[src/rtl/uart_event_reporter.sv]
// Game event reporter: queues {code, score} snapshots and streams each one to the
// shared uart core as an 8-byte ASCII line such as "P 1A2F\r\n".
module uart_event_reporter #(
   parameter int DEPTH      = 8,
   parameter int HS_TIMEOUT = 15
) (
   input  logic                    clk,
   input  logic                    reset_n,
   input  logic                    evt_valid,
   input  logic [2:0]              evt_code,
   input  logic [15:0]             score,
   input  logic                    enable,
   output logic                    transmit,
   output logic [7:0]              tx_byte,
   input  logic                    is_transmitting,
   output logic                    busy,
   output logic [$clog2(DEPTH):0]  fifo_level,
   output logic [7:0]              dropped
);

   localparam int AW = $clog2(DEPTH);
   localparam int LW = AW + 1;
   localparam int CW = $clog2(HS_TIMEOUT + 1);
   localparam logic [LW-1:0] FULL_LEVEL = LW'(DEPTH);
   localparam logic [LW-1:0] LEVEL_ONE  = LW'(1);
   localparam logic [LW-1:0] LEVEL_ZERO = LW'(0);
   localparam logic [AW-1:0] PTR_ONE    = AW'(1);
   localparam logic [CW-1:0] LAST_WAIT  = CW'(HS_TIMEOUT - 1);

   typedef enum logic [1:0] {
      ST_IDLE      = 2'd0,
      ST_SEND      = 2'd1,
      ST_WAIT_BUSY = 2'd2,
      ST_WAIT_DONE = 2'd3
   } state_t;

   state_t          state_r, state_s;
   logic [18:0]     mem_r [DEPTH];
   logic [AW-1:0]   wr_ptr_r, rd_ptr_r;
   logic [LW-1:0]   level_r;
   logic [7:0]      dropped_r;
   logic [18:0]     line_r;
   logic [2:0]      idx_r;
   logic [CW-1:0]   cnt_r;
   logic            transmit_r;
   logic [7:0]      tx_byte_r;
   logic            full_s, push_s, pop_s, fire_s, timeout_s, advance_s, busy_s;

   function automatic logic [7:0] hex_char(input logic [3:0] nib);
      logic [7:0] c;
      if (nib < 4'd10) c = 8'h30 + {4'h0, nib};
      else             c = 8'h37 + {4'h0, nib};
      return c;
   endfunction

   function automatic logic [7:0] code_char(input logic [2:0] code);
      logic [7:0] c;
      case (code)
         3'd0:    c = 8'h4C;
         3'd1:    c = 8'h52;
         3'd2:    c = 8'h44;
         3'd3:    c = 8'h50;
         3'd4:    c = 8'h48;
         3'd5:    c = 8'h58;
         3'd6:    c = 8'h5A;
         3'd7:    c = 8'h42;
         default: c = 8'h3F;
      endcase
      return c;
   endfunction

   function automatic logic [7:0] line_char(input logic [18:0] line, input logic [2:0] idx);
      logic [7:0] c;
      case (idx)
         3'd0:    c = code_char(line[18:16]);
         3'd1:    c = 8'h20;
         3'd2:    c = hex_char(line[15:12]);
         3'd3:    c = hex_char(line[11:8]);
         3'd4:    c = hex_char(line[7:4]);
         3'd5:    c = hex_char(line[3:0]);
         3'd6:    c = 8'h0D;
         3'd7:    c = 8'h0A;
         default: c = 8'h00;
      endcase
      return c;
   endfunction

   // Per-state control strobes; a full FIFO blocks pushes even when a pop happens this cycle.
   always_comb begin
      full_s    = (level_r == FULL_LEVEL);
      push_s    = evt_valid & ~full_s;
      pop_s     = 1'b0;
      fire_s    = 1'b0;
      timeout_s = 1'b0;
      advance_s = 1'b0;
      busy_s    = 1'b1;
      case (state_r)
         ST_IDLE: begin
            busy_s = 1'b0;
            pop_s  = enable & (level_r != LEVEL_ZERO);
         end
         ST_SEND:      fire_s    = ~is_transmitting;
         ST_WAIT_BUSY: timeout_s = ~is_transmitting & (cnt_r == LAST_WAIT);
         ST_WAIT_DONE: advance_s = ~is_transmitting;
         default:      busy_s    = 1'b0;
      endcase
   end

   // Next-state decode of the line sequencer.
   always_comb begin
      state_s = state_r;
      case (state_r)
         ST_IDLE: begin
            if (pop_s) state_s = ST_SEND;
            else       state_s = ST_IDLE;
         end
         ST_SEND: begin
            if (fire_s) state_s = ST_WAIT_BUSY;
            else        state_s = ST_SEND;
         end
         ST_WAIT_BUSY: begin
            if (is_transmitting) state_s = ST_WAIT_DONE;
            else if (timeout_s)  state_s = ST_SEND;
            else                 state_s = ST_WAIT_BUSY;
         end
         ST_WAIT_DONE: begin
            if (advance_s) begin
               if (idx_r == 3'd7) state_s = ST_IDLE;
               else               state_s = ST_SEND;
            end else begin
               state_s = ST_WAIT_DONE;
            end
         end
         default: state_s = ST_IDLE;
      endcase
   end

   // Sequencer state, line buffer, byte index, handshake timer and registered uart strobes.
   always_ff @(posedge clk) begin
      if (!reset_n) begin
         state_r    <= ST_IDLE;
         line_r     <= 19'h00000;
         idx_r      <= 3'd0;
         cnt_r      <= '0;
         transmit_r <= 1'b0;
         tx_byte_r  <= 8'h00;
      end else begin
         state_r    <= state_s;
         transmit_r <= fire_s;
         if (fire_s) tx_byte_r <= line_char(line_r, idx_r);
         if (pop_s) begin
            line_r <= mem_r[rd_ptr_r];
            idx_r  <= 3'd0;
         end else if (advance_s && idx_r != 3'd7) begin
            idx_r  <= idx_r + 3'd1;
         end
         // Retry timer counts WAIT_BUSY cycles since the last pulse.
         if (fire_s)                       cnt_r <= '0;
         else if (state_r == ST_WAIT_BUSY) cnt_r <= cnt_r + CW'(1);
      end
   end

   // FIFO pointers, occupancy and the saturating overflow counter.
   always_ff @(posedge clk) begin
      if (!reset_n) begin
         wr_ptr_r  <= '0;
         rd_ptr_r  <= '0;
         level_r   <= LEVEL_ZERO;
         dropped_r <= 8'h00;
      end else begin
         if (push_s) wr_ptr_r <= wr_ptr_r + PTR_ONE;
         if (pop_s)  rd_ptr_r <= rd_ptr_r + PTR_ONE;
         case ({push_s, pop_s})
            2'b10:   level_r <= level_r + LEVEL_ONE;
            2'b01:   level_r <= level_r - LEVEL_ONE;
            default: level_r <= level_r;
         endcase
         if (evt_valid && full_s && dropped_r != 8'hFF) dropped_r <= dropped_r + 8'd1;
      end
   end

   // FIFO storage; contents are don't-care until written, so no reset.
   always_ff @(posedge clk) begin
      if (push_s) mem_r[wr_ptr_r] <= {evt_code, score};
   end

   assign transmit   = transmit_r;
   assign tx_byte    = tx_byte_r;
   assign busy       = busy_s;
   assign fifo_level = level_r;
   assign dropped    = dropped_r;

endmodule
[config.mk]
export PLATFORM = sky130hd
export DESIGN_NAME = uart_event_reporter
export DESIGN_NICKNAME = d
export VERILOG_FILES = /design/src/rtl/uart_event_reporter.sv
export SDC_FILE = /design/constraint.sdc
export NUM_CORES = 1
export LEC_CHECK = 0
export CELL_PAD_IN_SITES_DETAIL_PLACEMENT = 1
export CELL_PAD_IN_SITES_GLOBAL_PLACEMENT = 2
export CORE_ASPECT_RATIO = 1.2
export CORE_MARGIN = 2
export CORE_UTILIZATION = 35
export CTS_CLUSTER_SIZE = 25
export DETAILED_ROUTE_END_ITERATION = 7
export PLACE_DENSITY = 0.71
export RECOVER_POWER = 100
export SLEW_MARGIN = 15
export SYNTH_ARGS = -nofsm -noshare
export SYNTH_HDL_FRONTEND = slang
export SYNTH_SLANG_ARGS = --single-unit
[constraint.sdc]
create_clock -name clk -period 3.4 [get_ports clk]
set_input_delay 0.68 -clock clk [delete_from_list [all_inputs] [get_ports clk]]
set_output_delay 0.68 -clock clk [all_outputs]
set_load 0.02 [all_outputs]
-- After elaboration in Yosys (flattened, before gate mapping)
Memories as Yosys holds them, arrays and structs flattened. A register that Yosys moved wholly into a read port is not among the register bits.
Cells that the tools add are included.
- register bits after elaboration: 36
- latch bits: 0
- RAM bits: 152
- memory bits (read-only): 32
- input bits: 24
- output and inout port bits: 22
- logic and storage cells: 82
- memories kept: 2
- memories (memory ; words ; bits a word ; read ports ; clocked after Yosys merged registers in ; wr ports ; line ; RTL):
    mem_r ; 8 ; 19 ; 1 ; 1 ; 1 ; 38 ; logic [18:0] mem_r [DEPTH];
    (no name shown) ; 8 ; 4 ; 1 ; 0 ; 0 ; 58 ; case (code)
- $add $sub $neg: 15
- $mul: 0
- div/mod/pow operators: 0
- magnitude comparators: 4
- eq/ne operators: 16
- shift-type cells: 0
- multiplexer cells: 20
- bitwise gates (word level): 6
- reduce and logical (&&, ||, !) cells: 10
- operators by type and width (operator ; number):
    $pmux W8 S8 ; 1
    $add A6 B4 Y7 const A ; 8
    $mux W7 ; 4
    $lt A4 B4 Y1 const B ; 4
    $eq A3 B3 Y1 const B ; 4
    $add A3 B1 Y3 const B ; 3
    $mux W1 ; 9
    $add A4 B1 Y4 const B ; 2
    $add A8 B1 Y8 const B ; 1
    $eq A4 B4 Y1 const B ; 2
    $mux W2 ; 4
    $ne A8 B8 Y1 const B ; 1
    $pmux W2 S4 ; 1
    $pmux W4 S2 ; 1
    $eq A2 B2 Y1 const B ; 3
    $eq A3 B2 Y1 const B ; 2
    $eq A2 B1 Y1 const B ; 2
    $reduce_bool A4 Y1 ; 1
    $reduce_or A2 Y1 ; 2
    $sub A4 B1 Y4 const B ; 1
    $and A1 B1 Y1 ; 3
    $eq A3 B1 Y1 const B ; 1
    $logic_and A1 B1 Y1 ; 3
    $logic_not A3 Y1 ; 1
    other kinds (5) ; 7

-- Logic depth before layout (Yosys ltp)
- depth after elaboration: 6
- mapped depth: 12
- gate-level depth less buffers: 10

-- Least setup slack after synthesis
OpenSTA, ideal clock, no wires.
- kind: flip-flop to flip-flop
- from: reg level_r[0], in the netlist fifo_level[0]
- to: mem mem_r[0][0], enable pin
- setup time: 0.444 ns
- arrival time: 2.985 ns
- data required time: 2.956 ns
- slack: -0.029 ns
- stages on the path, launching flop included: 5
- path through: dfxtp_1 > nor4b_4 > nor2b_1 > inv_1 > nor4_1
- word-level cells in the longest chain between the ends: 5
- ends and longest elaborated chain (what ; line ; RTL):
    start, declared ; 40 ; logic [LW-1:0] level_r;
    start signal, assigned ; 174 ; 2'b10: level_r <= level_r + LEVEL_ONE;
    start signal, assigned ; 175 ; 2'b01: level_r <= level_r - LEVEL_ONE;
    start signal, assigned ; 176 ; default: level_r <= level_r;
    $eq A4 B4 Y1 ; 90 ; full_s = (level_r == FULL_LEVEL);
    $not A1 Y1 ; 91 ; push_s = evt_valid & ~full_s;
    $and A1 B1 Y1 ; 91 ;
    $mux W1 ; 184 ; if (push_s) mem_r[wr_ptr_r] <= {evt_code, score};
    $mux W1 (not written as such) ; 184 ;
    end, declared ; 38 ;
No other way between the ends.

-- Worst setup path after layout
- from: in evt_valid
- to: mem mem_r[4][0], enable pin
- word-level cells in the longest chain between the ends: 3
- ends and longest elaborated chain (what ; line ; RTL):
    start, declared ; 9 ; input logic evt_valid,
    $and A1 B1 Y1 ; 91 ;
    $mux W1 ; 184 ;
    $mux W1 (not written as such) ; 184 ;
No other way between the ends.

==> flow_metrics.env <==
export IMPL_use_met3_pct=2.21
export IMPL_syn_cell_area_sq_um=8620
export IMPL_drc=0
export IMPL_gp_congestion=0.788
export IMPL_finalHoldViolCount=0
export IMPL_drtIter0Drc=287
export IMPL_synthFlopType="edfxtp_1"
export IMPL_rsz0062_at_grt="no"
export IMPL_cpPeakStageDelay_ns=1.08
export IMPL_power_uw=7390
export IMPL_crit_path_start_kind="primary input"
export IMPL_synth_area_leaders="edfxtp_1, dfxtp_1, mux4_2, ha_1, mux2i_1"
export IMPL_grt_use_total_pct=14.6
export IMPL_worstPathArrival_ns=3.02
export IMPL_grt_pass1_vias=5307
export IMPL_postCtsHoldBufs=0
export IMPL_busiest_layer="met2"
export IMPL_slew_viol_final=40
export IMPL_insertion_delay_ns=0.50
export IMPL_finClkSkew_ns=0.00893
export IMPL_tns_ns=0
export IMPL_antenna_found_initial=0
export IMPL_drv_cap=2
export IMPL_failed_checks="max-capacitance violations, max-slew violations"
export IMPL_clock_root_buffer="clkbuf_16"
export IMPL_avgSynthCellArea_sq_um=15.0
export IMPL_synth_cells=573
export IMPL_synth_seq_cells=206
export IMPL_io_pins=46
export IMPL_yosysUniqueCellTypes=50
export IMPL_crit_path_end_kind="flop"
export IMPL_grt_max_degree=43
export IMPL_dieArea_sq_um=25900
export IMPL_fmax_mhz=343
export IMPL_path_max_fanout=19
export IMPL_dp_hpwl_microns=11800
export IMPL_grt_use_met2_pct=25.6
export IMPL_cts_repair_resize_count=0
export IMPL_period_minus_slack_ns=2.92
export IMPL_clk_pin_slew_ns=0.06
export IMPL_worst_setup_path_type="primary input to flop"
export IMPL_routed_wirelength_microns=18500
export IMPL_cts_tree="yes"
export IMPL_areaGrowthSynthToFinish_pct=18.0
export IMPL_core_sq_um=24000
export IMPL_relSlewSlack_pct=-2.43
export IMPL_postCtsSetupBuffers=0
export IMPL_cellLeakagePower_uw=0.00332
export IMPL_vias=4970
export IMPL_setup_violations=0
export IMPL_nFillCells=2446
export IMPL_final_period_utilization_pct=85.8
export IMPL_seq_area_frac_synth_pct=65.5
export IMPL_grt_first_pass_wirelength_microns=29800
export IMPL_antenna_cells=0
export IMPL_clock_sinks=206
export IMPL_crit_required_ns=3.50
export IMPL_synth_edf_count=152
export IMPL_detail_route_wl_per_cell_microns=19.0
export IMPL_synth_top_cell_area_share_pct=53.0
export IMPL_yosys_warnings=0
export IMPL_met1_usage_pct=18.7
export IMPL_overflow=0
export IMPL_drt_first_pass_iters=4
export IMPL_numCtsBuffers=23
export IMPL_power_density_nw_per_um2=727
export IMPL_status="complete, but fails checks"
export IMPL_post_synth_top_area_cell="edfxtp_1"
export IMPL_ir_drop_mv=0.447
export IMPL_tightest_slew_ns=1.54
export IMPL_dieHeight_microns=176
export IMPL_cts_buffer_depth=3
export IMPL_synthArstFlopShare_pct=0
export IMPL_rows=62
export IMPL_portBuffers=44
export IMPL_die_w_microns=147
export IMPL_initial_utilization_pct=35.8
export IMPL_drive_above_1_share_pct=13.1
export IMPL_worstPathCellList="dlygate4sd3_1 -> nor2b_1 -> buf_4 -> nand2_1 -> nor3_1 -> clkbuf_1"
export IMPL_viasPerCell=5.12
export IMPL_cts_max_level=1
export IMPL_final_core_util_pct=42.3
export IMPL_cp_slowest_cell="clkbuf_1"
export IMPL_nets=680
export IMPL_ant_nets=0
export IMPL_synth_nets=619
export IMPL_hold_path_class="flop to flop"
## metal layers
metal / routed length [microns] / vias up
met2: 9300 / 80
met1: 8090 / 2524
li1: - / 2332
met4: 450 / 0
met3: 632 / 34
met5: 0 / -
## worst paths after layout
path	startpoint	endpoint	slack [ns]	cells after the start
worst max register to register	fifo_level[1]	mem_r[4][0]	0.66	6
worst max-delay path	evt_valid	mem_r[4][0]	0.48	6
worst min-delay path	tx_byte[4]	tx_byte[4]	0.47	1
worst min register to register	tx_byte[4]	tx_byte[4]	0.47	1
## through the flow
stage | cells | cell area [sq um] | hold WS [ns] | setup WS (ns)
5_1_grt | 970 | 10200 | 0.488 | 0.300
3_3_place_gp | 929 | 9470 | 0.464 | 0.389
6_report | 970 | 10200 | 0.467 | 0.483
3_5_place_dp | 929 | 9470 | 0.467 | 0.286
2_1_floorplan | 573 | 8620 | 0.489 | 0.452
4_1_cts | 970 | 10200 | 0.476 | 0.755
## registers in the layout (all words and copies together), names as in the netlist
| signal | cells |
|---|---|
| idx_r | 3 |
| rd_ptr_r | 3 |
| state_r | 2 |
| cnt_r | 4 |
| tx_byte | 7 |
| mem_r | 152 |
| fifo_level | 4 |
| dropped | 8 |
| transmit | 1 |
| line_r | 19 |
| wr_ptr_r | 3 |
## cells by family after synthesis
| kind of cell | synth area share (%) |
|---|---|
| flops | 65.5 |
| buf+inv | 2.60 |
| simple gates | 6.69 |
| fa+ha+maj | 3.19 |
| compound gates | 7.33 |
| mux | 12.5 |
| other cells | 0.0435 |
| xor+xnor | 2.13 |
## cell type report
class | count | area [sq um] | area share, %
repair buffers | 59 | 532 | 5.23
inverters | 21 | 78.8 | 0.775
flip-flops and latches | 206 | 5650 | 55.5
clock inverters | 16 | 168 | 1.65
clock buffers | 25 | 583 | 5.74
multi-input cells | 323 | 2760 | 27.1
well taps | 320 | 400 | 3.94
## worst max-delay path, delay by kind of cell
family / cells / cell delay (ns)
and+or+nand+nor: 3 / 0.48
buffers and inverters: 3 / 1.84
## placed cells by master (no fill, tap or decap), drive strengths merged, types with 22 or more instances in the layout
| cell type | n |
|---|---|
| a21oi | 34 |
| clkbuf | 34 |
| dfxtp | 54 |
| dlygate4sd3 | 43 |
| edfxtp | 152 |
| ha | 22 |
| inv | 22 |
| mux2i | 22 |
| mux4 | 38 |
| nand2 | 30 |
| nor2 | 32 |
| o21ai | 39 |
## synth_stat cells (all sizes together), types with 8 or more instances
cell type,n
edfxtp,152
dfxtp,54
o21ai,39
mux4,38
a21oi,34
nor2,32
nand2,30
ha,22
mux2i,22
inv,21
buf,14
nor3,12
xnor2,12
clkbuf,9
xor2,9
nand3,8
nor2b,8
## report_power, final
part | switching (uW) | total (uW) | internal [uW]
combinational | 872 | 1650 | 779
clock | 980 | 2450 | 1470
sequential | 299 | 3290 | 2990
total | 2150 | 7390 | 5240
Note: power is estimated with default switching activity, not from simulation.
